## src/rtl/fifo_param_if.sv

```systemverilog
// rtl/fifo_param_if.sv - handshake and status bundle for fifo_param
interface fifo_param_if #(
   parameter int DATA_WIDTH = 8,
   parameter int DEPTH      = 16
);
   localparam int CNT_W = $clog2(DEPTH) + 1;

   logic                  flush;
   logic [DATA_WIDTH-1:0] buf_in;
   logic                  wr_en;
   logic                  rd_en;
   logic [DATA_WIDTH-1:0] buf_out;
   logic                  buf_empty;
   logic                  buf_full;
   logic                  almost_empty;
   logic                  almost_full;
   logic [CNT_W-1:0]      fifo_counter;
   logic                  overflow;
   logic                  underflow;

   modport master (
      output flush, buf_in, wr_en, rd_en,
      input  buf_out, buf_empty, buf_full, almost_empty, almost_full,
             fifo_counter, overflow, underflow
   );

   modport slave (
      input  flush, buf_in, wr_en, rd_en,
      output buf_out, buf_empty, buf_full, almost_empty, almost_full,
             fifo_counter, overflow, underflow
   );
endinterface

```

## src/rtl/fifo_param.sv

```systemverilog
// rtl/fifo_param.sv - parametrised synchronous FIFO with flush and sticky error flags
module fifo_param #(
   parameter int DATA_WIDTH = 8,
   parameter int DEPTH      = 16,
   parameter int AFULL_LVL  = DEPTH - 2,
   parameter int AEMPTY_LVL = 2
) (
   input  logic          clk,
   input  logic          rst,
   fifo_param_if.slave   bus
);
   localparam int PTR_W = $clog2(DEPTH);
   localparam int CNT_W = PTR_W + 1;
   localparam logic [CNT_W-1:0] DEPTH_C  = CNT_W'(DEPTH);
   localparam logic [CNT_W-1:0] AFULL_C  = CNT_W'(AFULL_LVL);
   localparam logic [CNT_W-1:0] AEMPTY_C = CNT_W'(AEMPTY_LVL);

   logic [DATA_WIDTH-1:0] r_mem [DEPTH];
   logic [PTR_W-1:0]      r_wptr;
   logic [PTR_W-1:0]      r_rptr;
   logic [CNT_W-1:0]      r_count;
   logic [DATA_WIDTH-1:0] r_dout;
   logic                  r_ovf;
   logic                  r_unf;

   logic w_empty;
   logic w_full;
   logic w_pop;
   logic w_push;
   logic w_ovf_evt;
   logic w_unf_evt;

   // Accept decisions use the pre-edge count; a pop frees the slot a same-cycle push on full needs.
   always_comb begin
      w_empty   = (r_count == '0);
      w_full    = (r_count == DEPTH_C);
      w_pop     = !bus.flush && bus.rd_en && !w_empty;
      w_push    = !bus.flush && bus.wr_en && (!w_full || w_pop);
      w_ovf_evt = !bus.flush && bus.wr_en && !w_push;
      w_unf_evt = !bus.flush && bus.rd_en && !w_pop;
   end

   // Storage is deliberately left out of reset; only accepted pushes write it.
   always_ff @(posedge clk) begin
      if (w_push) begin
         r_mem[r_wptr] <= bus.buf_in;
      end
   end

   // Pointers and occupancy count; flush clears them ahead of any transfer.
   always_ff @(posedge clk or negedge rst) begin
      if (!rst) begin
         r_wptr  <= '0;
         r_rptr  <= '0;
         r_count <= '0;
      end else if (bus.flush) begin
         r_wptr  <= '0;
         r_rptr  <= '0;
         r_count <= '0;
      end else begin
         if (w_push) r_wptr <= r_wptr + 1'b1;
         if (w_pop)  r_rptr <= r_rptr + 1'b1;
         case ({w_push, w_pop})
            2'b10:   r_count <= r_count + 1'b1;
            2'b01:   r_count <= r_count - 1'b1;
            default: r_count <= r_count;
         endcase
      end
   end

   // Registered read data holds through flush and rejected pops.
   always_ff @(posedge clk or negedge rst) begin
      if (!rst) begin
         r_dout <= '0;
      end else if (w_pop) begin
         r_dout <= r_mem[r_rptr];
      end
   end

   // Sticky error flags, cleared only by reset or flush.
   always_ff @(posedge clk or negedge rst) begin
      if (!rst) begin
         r_ovf <= 1'b0;
         r_unf <= 1'b0;
      end else if (bus.flush) begin
         r_ovf <= 1'b0;
         r_unf <= 1'b0;
      end else begin
         if (w_ovf_evt) r_ovf <= 1'b1;
         if (w_unf_evt) r_unf <= 1'b1;
      end
   end

   // Status flags decode straight from the count register.
   always_comb begin
      bus.buf_out      = r_dout;
      bus.fifo_counter = r_count;
      bus.buf_empty    = w_empty;
      bus.buf_full     = w_full;
      bus.almost_empty = (r_count <= AEMPTY_C);
      bus.almost_full  = (r_count >= AFULL_C);
      bus.overflow     = r_ovf;
      bus.underflow    = r_unf;
   end
endmodule

```

## src/flat_wrapper.sv

```systemverilog
// flat-port wrapper written by rule: the top's interface ports become plain ports
module fifo_param_flat 
#(
   parameter int DATA_WIDTH = 8,
   parameter int DEPTH      = 16,
   parameter int AFULL_LVL  = DEPTH - 2,
   parameter int AEMPTY_LVL = 2
)
  (clk, rst, bus_flush, bus_buf_in, bus_wr_en, bus_rd_en, bus_buf_out, bus_buf_empty, bus_buf_full, bus_almost_empty, bus_almost_full, bus_fifo_counter, bus_overflow, bus_underflow);
  fifo_param_if #(.DATA_WIDTH(DATA_WIDTH), .DEPTH(DEPTH)) bus_i ();
  input  logic clk;
  input  logic rst;
  input wire logic [$bits(bus_i.flush)-1:0] bus_flush;
  input wire logic [$bits(bus_i.buf_in)-1:0] bus_buf_in;
  input wire logic [$bits(bus_i.wr_en)-1:0] bus_wr_en;
  input wire logic [$bits(bus_i.rd_en)-1:0] bus_rd_en;
  output wire logic [$bits(bus_i.buf_out)-1:0] bus_buf_out;
  output wire logic [$bits(bus_i.buf_empty)-1:0] bus_buf_empty;
  output wire logic [$bits(bus_i.buf_full)-1:0] bus_buf_full;
  output wire logic [$bits(bus_i.almost_empty)-1:0] bus_almost_empty;
  output wire logic [$bits(bus_i.almost_full)-1:0] bus_almost_full;
  output wire logic [$bits(bus_i.fifo_counter)-1:0] bus_fifo_counter;
  output wire logic [$bits(bus_i.overflow)-1:0] bus_overflow;
  output wire logic [$bits(bus_i.underflow)-1:0] bus_underflow;
  assign bus_i.flush = bus_flush;
  assign bus_i.buf_in = bus_buf_in;
  assign bus_i.wr_en = bus_wr_en;
  assign bus_i.rd_en = bus_rd_en;
  assign bus_buf_out = bus_i.buf_out;
  assign bus_buf_empty = bus_i.buf_empty;
  assign bus_buf_full = bus_i.buf_full;
  assign bus_almost_empty = bus_i.almost_empty;
  assign bus_almost_full = bus_i.almost_full;
  assign bus_fifo_counter = bus_i.fifo_counter;
  assign bus_overflow = bus_i.overflow;
  assign bus_underflow = bus_i.underflow;
  fifo_param #(.DATA_WIDTH(DATA_WIDTH), .DEPTH(DEPTH), .AFULL_LVL(AFULL_LVL), .AEMPTY_LVL(AEMPTY_LVL)) u_core (.clk(clk), .rst(rst), .bus(bus_i));
endmodule
```

## config.mk

```make
export PLATFORM = sky130hd
export DESIGN_NAME = fifo_param_flat
export DESIGN_NICKNAME = d
export VERILOG_FILES = /design/src/rtl/fifo_param_if.sv /design/src/rtl/fifo_param.sv /design/src/flat_wrapper.sv
export SDC_FILE = /design/constraint.sdc
export NUM_CORES = 1
export LEC_CHECK = 0
export ABC_AREA = 1
export CAP_MARGIN = 20
export CORE_ASPECT_RATIO = 0.9
export CORE_MARGIN = 1.5
export CORE_UTILIZATION = 30
export DETAILED_ROUTE_END_ITERATION = 8
export GPL_ROUTABILITY_DRIVEN = 0
export GPL_TIMING_DRIVEN = 1
export PLACE_DENSITY = 0.43
export SLEW_MARGIN = 5
export SYNTH_ARGS = -nofsm -noshare
export SYNTH_HDL_FRONTEND = slang
export SYNTH_SLANG_ARGS = --single-unit
```

## constraint.sdc

```tcl
create_clock -name clk -period 3.4 [get_ports clk]
set_input_delay 0.68 -clock clk [delete_from_list [all_inputs] [get_ports clk]]
set_output_delay 0.68 -clock clk [all_outputs]
set_load 0.01 [all_outputs]
```

Yosys cells after proc, flatten, opt, wreduce, memory -nomap -nowiden
Memory sizes are Yosys's and may differ from the RTL's. A register that Yosys moved wholly into a read port is not among the register bits.
Cells that the tools add are included.
Widths: inputs -> output; s select.
Storage, ports and cells
  output and inout bits: 19
  memories: 1
  register bits: 15
  bits in writable memories: 128
  input port bits: 13
  logic and storage cells: 46
Cells by class
  add/sub/neg operators: 4
  reductions and logical operators: 19
  order comparisons: 2
  equality and inequality tests: 3
  multiplexer cells: 12
Memory list
  u_core.r_mem: words 16, bits a word 8, read ports 1, clocked after Yosys merged registers in 1, wr ports 1, line fifo_param.sv:18  | logic [DATA_WIDTH-1:0] r_mem [DEPTH];
Operators by type and width (number)
  $mux 4: 4
  $pmux 5 s2: 1
  $add 4x1->4 const B: 2
  $reduce_bool 2->1: 4
  $logic_and 1x1->1: 6
  $logic_not 1->1: 6
  $mux 1: 6
  $add 5x1->5 const B: 1
  $eq 5x5->1 const B: 1
  $ge 5x4->1 const B: 1
  $le 5x2->1 const B: 1
  $logic_not 5->1: 1
  $mux 5: 1
  $sub 5x1->5 const B: 1
  $reduce_bool 3->1: 1
  $eq 2x1->1 const B: 1
  $eq 2x2->1 const B: 1
  $logic_or 1x1->1: 1

Depth between registers and ports, before layout
Gate-level depths: netlist of the first run.
  depth in word-level cells: 9
  gate-level depth with buffers: 13
  depth with buffers taken out: 13

Least setup slack after synthesis of the first run
No wires, ideal clock.
  path kind: input -> register
  start: in bus_flush
  end: reg u_core.r_count[4] (netlist: u_core.bus.fifo_counter[4])
  data required time: 3.282 ns
  setup time: 0.118 ns
  data arrival time: 2.113 ns
  buffers on the path: 1
  setup slack: 1.169 ns
  cell stages on the path: 11
  cell sequence: buf_2 -> nor2_4 -> nand3_2 -> fa_1 -> nand3b_1 -> nand2_1 -> nand2_1 -> nand3_1 -> nand2_1 -> nand2_1 -> nand2_1
On the way
  word-level cells in the longest chain between the ends: 8
  elaborated cells on any way between the ends: 11
  those cells by class: eq/ne (2); mux (2); reduce/logical (7)
Ends and longest elaborated chain
  start: declaration: line flat_wrapper.sv:13  | input wire logic [$bits(bus_i.flush)-1:0] bus_flush;
  $logic_not 1->1: line fifo_param.sv:37, fifo_param.sv:38
  $logic_and 1x1->1 (2 in series): line fifo_param.sv:37  | w_pop = !bus.flush && bus.rd_en && !w_empty;
  $logic_or 1x1->1: line fifo_param.sv:38  | w_push = !bus.flush && bus.wr_en && (!w_full || w_pop);
  $logic_and 1x1->1: line fifo_param.sv:38
  $eq 2x1->1 / $eq 2x2->1 (equally long branches): line fifo_param.sv:63  | case ({w_push, w_pop})
  $pmux 5 s2: line fifo_param.sv:63
  $mux 5: line fifo_param.sv:56  | end else if (bus.flush) begin
  end signal: assignment: line fifo_param.sv:64  | 2'b10: r_count <= r_count + 1'b1;
  end signal: assignment: line fifo_param.sv:65  | 2'b01: r_count <= r_count - 1'b1;
  end signal: assignment: line fifo_param.sv:66  | default: r_count <= r_count;
  end: declaration: line fifo_param.sv:21  | logic [CNT_W-1:0] r_count;
Parallel ways exist; a longest one is shown, timed or not.
A chain may end at the register's enable or synchronous reset.

Worst setup path after layout of the first run
Same ends and word-level chain as after synthesis.

==> results of run 1 <==
-- cell type report --
| class | instances | area (sq um) |
|---|---|---|
| clock buffers | 19 | 433 |
| clock inverters | 13 | 113 |
| fillers | 2265 | 14400 |
| inverters | 118 | 445 |
| multi-input cells | 394 | 1820 |
| flip-flops and latches | 151 | 4420 |
| well taps | 297 | 372 |
| repair buffers | 49 | 453 |
-- how the worst max path moves through the flow --
stage	start	end	slack (ns)	cells past startpoint
floorplan	bus_flush	u_core.bus.fifo_counter[4]$_DFFE_PN0P_	1.17	11
global placement	bus_flush	u_core.bus.fifo_counter[4]$_DFFE_PN0P_	0.52	11
detailed placement	bus_flush	u_core.bus.fifo_counter[4]$_DFFE_PN0P_	0.37	11
CTS	u_core.bus.fifo_counter[0]$_DFFE_PN0P_	bus_almost_empty	0.79	2
global route	bus_flush	u_core.bus.fifo_counter[4]$_DFFE_PN0P_	0.60	13
finish	bus_flush	u_core.bus.fifo_counter[4]$_DFFE_PN0P_	0.77	13
-- registers in the layout (all words and copies together) (netlist names) --
name and flops:
u_core.bus.fifo_counter 5, u_core.r_rptr 4, u_core.bus.overflow 1, u_core.r_mem 128
u_core.r_wptr 4, u_core.bus.buf_out 8, u_core.bus.underflow 1
-- layer usage --
layer	global-route usage	vias to the layer above
met5	0	-
met4	0.0514	0
met3	0.0295	18
met2	0.244	103
met1	0.206	2223
li1	-	2300
-- Yosys cell counts (2+ instances only) --
cell / instances
o21ai_1: 8
nand3_1: 104
edfxtp_1: 128
a21oi_1: 4
xor2_1: 3
buf_2: 18
nand2_2: 2
nor2_2: 4
inv_2: 8
nand4_1: 3
nor2_1: 22
nand3_2: 5
buf_6: 5
dfrtp_1: 23
ha_1: 8
buf_4: 4
inv_1: 108
nand2_1: 221
-- worst min-delay path, stage by stage, from the launching register on --
cell	delay, ns
dfrtp_1	0.34
nand2_1	0.06
nand2_1	0.05
-- report_power, final --
part	internal [mW]	switching [mW]	total (mW)
Combinational	0.430	0.855	1.28
Clock	1.06	0.724	1.78
Sequential	2.10	0.0699	2.16
Total	3.58	1.65	5.23
-- cells by family (layout without fill, tap and decap cells) --
family,after synthesis,count (layout),share of synthesized area
buffers and inverters,145,199,0.0906
AND/OR/NAND/NOR,365,365,0.230
XOR/XNOR,4,4,0.00510
AO/OA/AOI/OAI,16,16,0.0129
adder cells (fa/ha/maj),9,9,0.0175
flip-flops,151,151,0.644
-- through the flow --
stage / instance area [sq um] / setup slack [ns] / utilization
after floorplan: 6870 / 1.17 / -
after global placement: 7500 / 0.521 / 0.334
after detailed placement: 7500 / 0.375 / 0.334
after CTS: 8050 / 0.793 / 0.358
after global routing: 8060 / 0.600 / 0.359
final: 8060 / 0.770 / 0.359
==> flow_summary.toml, run 1 <==
[power]
fin_total_pwr_mw = 5.23
leakage_nw = 3.48
p_per_area_nw_per_um2 = 649
peakVddDrop_mv = 0.331

[worst_setup_path]
cp.buffers_inverters = 2
path_class = "in -> reg"
cp.arrival_ns = 2.94
regToRegEndpoint = "u_core.bus.fifo_counter[4]$_DFFE_PN0P_"
timing.rr.start = "u_core.bus.fifo_counter[1]$_DFFE_PN0P_"
slowest_delay_ns = 0.64
crit_chain = "clkdlybuf4s50_1, nor2_4, nand3_2, inv_2, ha_1, a21oi_1, nand2_1, nand2_1, nand2_1, nand2_1, nand2_1, nand2_1, nand2_1"
worstRegToRegCells = 13
reg2reg_setup_slack_ns = 1.18
path_common_cell = "nand2_1"
cp_max_fo = 9
worstSetupEndpointType = "flop"
cp.required_ns = 3.71
start_kind = "input pin"
crit_path_top_delay_cell = "clkdlybuf4s50_1"
critPathTopFamily = "simple AND/OR/NAND/NOR gates"

[global_routing]
antenna_found_initial = 0
grt_first_pass_wirelength_mm = 26.3
grt_overflow = 0
grt.total_usage = 0.152
grt_max_degree = 65
grt_pass1_vias = 4490

[floorplanning]
ios = 32
die_y_um = 147
die-area_sq_um = 23800
num_rows = 52
die_w_um = 162
initial_utilization = 0.306
coreArea_sq_um = 22400

[clocking]
ctsHoldBuffers = 0
clk-insertion-delay-late_ns = 0.43
clock_sinks = 151
cts_tree = "yes"
post_cts_buffers = 0
htreeDepth = 4
cts_resized = 0
numCtsBuffers = 17
clockBufferDepth = 2
clk_pin_slew_ns = 0.06
clock-root-buffer = "clkbuf_16"

[final_layout]
layout_commonest_cell = "nand2_1"
n_antenna_cell = 0
nets = 753
finalNonFillerCells = 1041
drive_gt1_frac = 0.0901
final_cell_mix = "221 x nand2_1, 128 x edfxtp_1, 108 x inv_1, 104 x nand3_1, 31 x clkdlybuf4s50_1"
syn2layout_area_growth_pct = 17.4

[sta]
rsz0062_at_grt = "no"
tightest_slew_ns = 0.916
drv_slew = 0
clock_skew_ns = 0.0105
period_needed_ns = 2.63
max_slew_margin = 0.389
hold_viol = 0
fin_crit_sh = 0.773
whs_ns = 0.483
fin_tns_setup_ns = 0
setup_viol = 0
fmax_mhz = 380

[drt]
met2_length_mm = 8.23
post_drt_wl_per_cell_um = 16.6
m1WireLength_mm = 8.19
drc = 0
dr_wl_met3_um = 588
route.vias.total = 4644
drt_first_iter_violations = 374
wl_mm = 17.3
viasPerCell = 4.46
dr.pass1.iters = 5
dr.max_layer_used = "met4"
antenna_left = 0

[synthesis]
yosys.area.top_type_share = 0.560
ys_types = 30
ys_ff_latch = 151
synth-async-reset-ratio = 0.152
synthesis.area_sq_um = 6870
synth.net_count = 712
seq_area_frac_synth = 0.644
yosys_warnings = 0
synth_area_leaders = "edfxtp_1 56%, nand2_1 12%, dfrtp_1 8.4%"
synth-edff-count = 128
ys.flop_type = "edfxtp_1"
syn_inst = 690
synth_area_leader_cell = "edfxtp_1"
syn_area_per_cell_sq_um = 9.95

[placement]
placedCellCount = 1008
port_buffers = 31
dp_hpwl_mm = 10.9

[min_path]
hold_path.class = "reg -> reg"
min_from = "u_core.bus.buf_out[2]$_DFFE_PN0P_"
whs_path_depth = 2
holdPathEnd = "u_core.bus.buf_out[2]$_DFFE_PN0P_"

[job]
drv_cap = 0

[outcome]
outcome = "finished, final reports clean"
Power figures use the tool's default switching activity.
==> run 2, diff against run 1 <==
- clock period: 3.4 -> 2.7 ns (I/O delays scaled with it)
==> run 2 against run 1 <==
Against the previous run:
- final cell count increased by 1.2%
- die area did not move
- total power rose by 28%
- sequential power increased by 26%
- non-clock buffer count grew 13
- register-to-register slack got worse by 0.67 ns
- routed wire length increased by 5.2%
==> flow_summary.toml, run 2 (synthesis results as in run 1) <==
[final_layout]
drive_gt1_frac = 0.112
multi_input_area_sq_um = 1820
top_register = "u_core.r_mem"
syn2layout_area_growth_pct = 19.2
ff_latch_area_sq_um = 4420
largest_reg_flops = 128
layout_commonest_cell = "nand2_1"
fin_area_sq_um = 8180
nets = 766
final_cell_mix = "221 x nand2_1, 128 x edfxtp_1, 108 x inv_1, 104 x nand3_1"
fillCellCount = 2275
n_antenna_cell = 0

[drt]
wl_mm = 18.2
post_drt_wl_per_cell_um = 17.3
drc = 0
antenna_left = 0
drt_first_iter_violations = 370
route.vias.total = 4713
viasPerCell = 4.47
dr.pass1.iters = 4

[global_routing]
grt_max_degree = 65
grt_overflow = 0
grt_pass1_vias = 4827
grt.total_usage = 0.162
grt_first_pass_wirelength_mm = 28.1
antenna_found_initial = 1

[floorplanning]
coreArea_sq_um = 22400
num_rows = 52
die-area_sq_um = 23800
ios = 32
initial_utilization = 0.306
die_w_um = 162
die_y_um = 147

[power]
p_per_area_nw_per_um2 = 817
p_sw_mw = 2.14
fin_total_pwr_mw = 6.69
p_int_mw = 4.55
peakVddDrop_mv = 0.404
p_comb_frac = 0.246
leakage_nw = 3.55
seqPwrFrac = 0.406
pwr-share-clk = 0.348
swShare = 0.320

[sta]
period_needed_ns = 2.46
max_slew_margin = 0.560
drv_slew = 0
rsz0062_at_grt = "no"
fin_tns_setup_ns = 0
fmax_mhz = 407
whs_ns = 0.481
tightest_slew_ns = 0.660
clock_skew_ns = 0.00842
setup_viol = 0
hold_viol = 0
fin_crit_sh = 0.910

[clocking]
post_cts_buffers = 0
clock_sinks = 151
numCtsBuffers = 17
ctsHoldBuffers = 0
clk-insertion-delay-late_ns = 0.42
clk_pin_slew_ns = 0.06
cts_tree = "yes"
cts_resized = 0
clock-root-buffer = "clkbuf_16"
clockBufferDepth = 2
htreeDepth = 4

[worst_setup_path]
path_class = "reg -> out"
cp_max_fo = 6
cp.required_ns = 2.16
start_kind = "flop"
worstSetupEndpointType = "primary output"
cp.arrival_ns = 1.92

[placement]
placed_area_sq_um = 7600
port_buffers = 31
dp_hpwl_mm = 12.1

[min_path]
hold_path.class = "reg -> reg"

[outcome]
outcome = "finished, final reports clean"

[job]
drv_cap = 0
run 2: worst max-delay path, cell delays in order (launching register included):
cell	delay (ns)
dfrtp_1	0.46
a2111oi_0	0.43
clkdlybuf4s50_1	0.61
run 2: per-stage QoR:
stage | util | std cells | setup slack, ns
floorplan | - | 690 | 0.609
global placement | 0.339 | 1022 | 0.164
detailed placement | 0.339 | 1022 | 0.0764
CTS | 0.364 | 1054 | 0.209
global route | 0.364 | 1054 | 0.129
finish | 0.364 | 1054 | 0.243
run 2: final cells by class:
| class | instances | share of cell area |
|---|---|---|
| sequential | 151 | 0.540 |
| tap | 297 | 0.0454 |
| inverter | 118 | 0.0544 |
| clock buffer | 17 | 0.0520 |
| clock inverter | 15 | 0.0185 |
| timing repair buffer | 62 | 0.0664 |
| multi-input combinational | 394 | 0.223 |
run 2: power groups by stage:
stage	Sequential (mW)	Clock, mW	Combinational, mW
after floorplan	2.78	0	1.10
after global placement	2.76	0	1.67
after detailed placement	2.76	0	1.67
after CTS	2.72	2.38	1.67
after global routing	2.73	2.47	1.85
final	2.72	2.33	1.64
run 2: final timing paths:
check                                                  startpoint                                endpoint  slack (ns)  cells past startpoint
min in group asynchronous                                     rst       u_core.bus.buf_out[4]$_DFFE_PN0P_        0.49                      2
setup reg to reg           u_core.bus.fifo_counter[1]$_DFFE_PN0P_  u_core.bus.fifo_counter[4]$_DFFE_PN0P_        0.51                     13
max in group asynchronous                                     rst            u_core.r_rptr[0]$_DFFE_PN0P_        1.94                      2
hold / removal                  u_core.bus.buf_out[7]$_DFFE_PN0P_       u_core.bus.buf_out[7]$_DFFE_PN0P_        0.48                      2
setup / recovery           u_core.bus.fifo_counter[0]$_DFFE_PN0P_                        bus_almost_empty        0.24                      2
hold reg to reg                 u_core.bus.buf_out[7]$_DFFE_PN0P_       u_core.bus.buf_out[7]$_DFFE_PN0P_        0.48                      2
run 2: per-layer routing:
metal / track usage / wire [um]
met5: 0 / 0
met4: 0.0491 / 282
met3: 0.0290 / 697
met2: 0.268 / 8890
met1: 0.218 / 8320
==> run 3, diff against run 2 <==
- CORE_MARGIN: 1.5 -> unset
- clock period: 2.7 -> 2.4 ns (I/O delays scaled with it)
==> run 3 against run 2 <==
Against the previous run:
- register-to-register slack worse by 0.08 ns
- first-iteration DRC count decreased by 7.0%
- non-clock buffer count increased by 6
==> flow_summary.toml, run 3 (synthesis results as in run 1) <==
[power]
fin_total_pwr_mw = 7.68
peakVddDrop_mv = 0.514
p_per_area_nw_per_um2 = 929
leakage_nw = 3.59

[drt]
post_drt_wl_per_cell_um = 17.0
antenna_left = 0
wl_mm = 18.0
route.vias.total = 4775
drt_first_iter_violations = 344
viasPerCell = 4.50
drc = 0
dr.pass1.iters = 5

[sta]
drv_slew = 0
rsz0062_at_grt = "no"
fin_crit_sh = 0.963
setup_viol = 0
fmax_mhz = 433
tightest_slew_ns = 0.734
hold_viol = 0
whs_ns = 0.409
max_slew_margin = 0.511
period_needed_ns = 2.31
final.setup.worst_slack_ns = 0.0895
clock_skew_ns = 0.0120

[global_routing]
grt_overflow = 0
antenna_found_initial = 0
grt_first_pass_wirelength_mm = 27.4
grt_max_degree = 69
grt.total_usage = 0.161
grt_pass1_vias = 4720

[floorplanning]
num_rows = 52
die_w_um = 161
die-area_sq_um = 23500
ios = 32
coreArea_sq_um = 22400
die_y_um = 146
initial_utilization = 0.306

[final_layout]
nets = 772
n_antenna_cell = 0
drive_gt1_frac = 0.122
top_register = "u_core.r_mem"
fillCellCount = 2258
final_cell_mix = "221 x nand2_1, 128 x edfxtp_1, 108 x inv_1, 104 x nand3_1, 36 x buf_4"
syn2layout_area_growth_pct = 20.4
final_util = 0.368
layout_commonest_cell = "nand2_1"
largest_reg_flops = 128

[clocking]
clock-root-buffer = "clkbuf_16"
htreeDepth = 4
clk-insertion-delay-late_ns = 0.43
clock_sinks = 151
ctsHoldBuffers = 0
cts_tree = "yes"
clk_pin_slew_ns = 0.06
numCtsBuffers = 17
post_cts_buffers = 0
clockBufferDepth = 2

[outcome]
outcome = "finished, final reports clean"

[placement]
place_ws_ns = -0.00936
dp_hpwl_mm = 12.1
port_buffers = 31

[worst_setup_path]
cp_max_fo = 6
cp.required_ns = 1.92
worstSetupEndpointType = "primary output"
cp.arrival_ns = 1.83
crit_path_top_delay_cell = "clkdlybuf4s50_1"
crit_chain = "nor2_2, nand3_2, inv_1, clkdlybuf4s50_1"
slowest_delay_ns = 0.53
path_class = "reg -> out"
start_kind = "flop"

[min_path]
hold_path.class = "in -> async"

[job]
drv_cap = 0
==> run 3: layout make-up <==
type                       count  area (sq um)  share of cell area
sequential                   151          4420               0.535
multi-input combinational    394          1830               0.221
timing repair buffer          68           599              0.0725
inverter                     118           445              0.0539
clock buffer                  18           429              0.0519
tap                          297           372              0.0449
clock inverter                14           174              0.0210
==> run 3: per-stage QoR <==
step | setup TNS, ns | std cells | cell area (sq um)
detailed placement | -0.0463 | 1028 | 7660
CTS | 0 | 1060 | 8270
global placement | -0.00572 | 1028 | 7660
floorplan | 0 | 690 | 6870
finish | 0 | 1060 | 8270
global route | 0 | 1060 | 8270
==> run 3: what timing repair did <==
item / in CTS / in global routing
gates resized for setup: 2 / 3
cloned: 0 / 0
setup endpoints to repair: 1 / 2
==> run 3: power by group <==
group          total (mW)  internal, mW  switching, mW
combinational        1.90         0.631           1.27
clock                2.72          1.64           1.08
sequential           3.06          2.97         0.0954
==> run 3: path summary, 6_finish.rpt <==
path,start,end,slack (ns),depth (start not counted)
worst max register to register,u_core.bus.fifo_counter[1]$_DFFE_PN0P_,u_core.bus.fifo_counter[4]$_DFFE_PN0P_,0.43,13
worst max-delay path,u_core.bus.fifo_counter[1]$_DFFE_PN0P_,bus_buf_full,0.09,4
worst min register to register,u_core.bus.buf_out[2]$_DFFE_PN0P_,u_core.bus.buf_out[2]$_DFFE_PN0P_,0.49,2
min in group clk,u_core.bus.buf_out[2]$_DFFE_PN0P_,u_core.bus.buf_out[2]$_DFFE_PN0P_,0.49,2
worst min-delay path,rst,u_core.bus.buf_out[2]$_DFFE_PN0P_,0.41,2
max in group asynchronous,rst,u_core.bus.fifo_counter[0]$_DFFE_PN0P_,1.73,2
==> run 3: per-layer routing <==
metal / part of all wire / track usage / wire, um
met4: 0.015 / 0.0552 / 274
met1: 0.49 / 0.226 / 8760
met2: 0.45 / 0.244 / 8140
met3: 0.045 / 0.0356 / 807
met5: 0 / 0 / 0
==> run 3: critical path: cells and delay by family, from the launching register on <==
| family | cells | cell delay, ns |
|---|---|---|
| buffers and inverters | 2 | 0.61 |
| and+or+nand+nor | 2 | 0.33 |
| DFF | 1 | 0.46 |
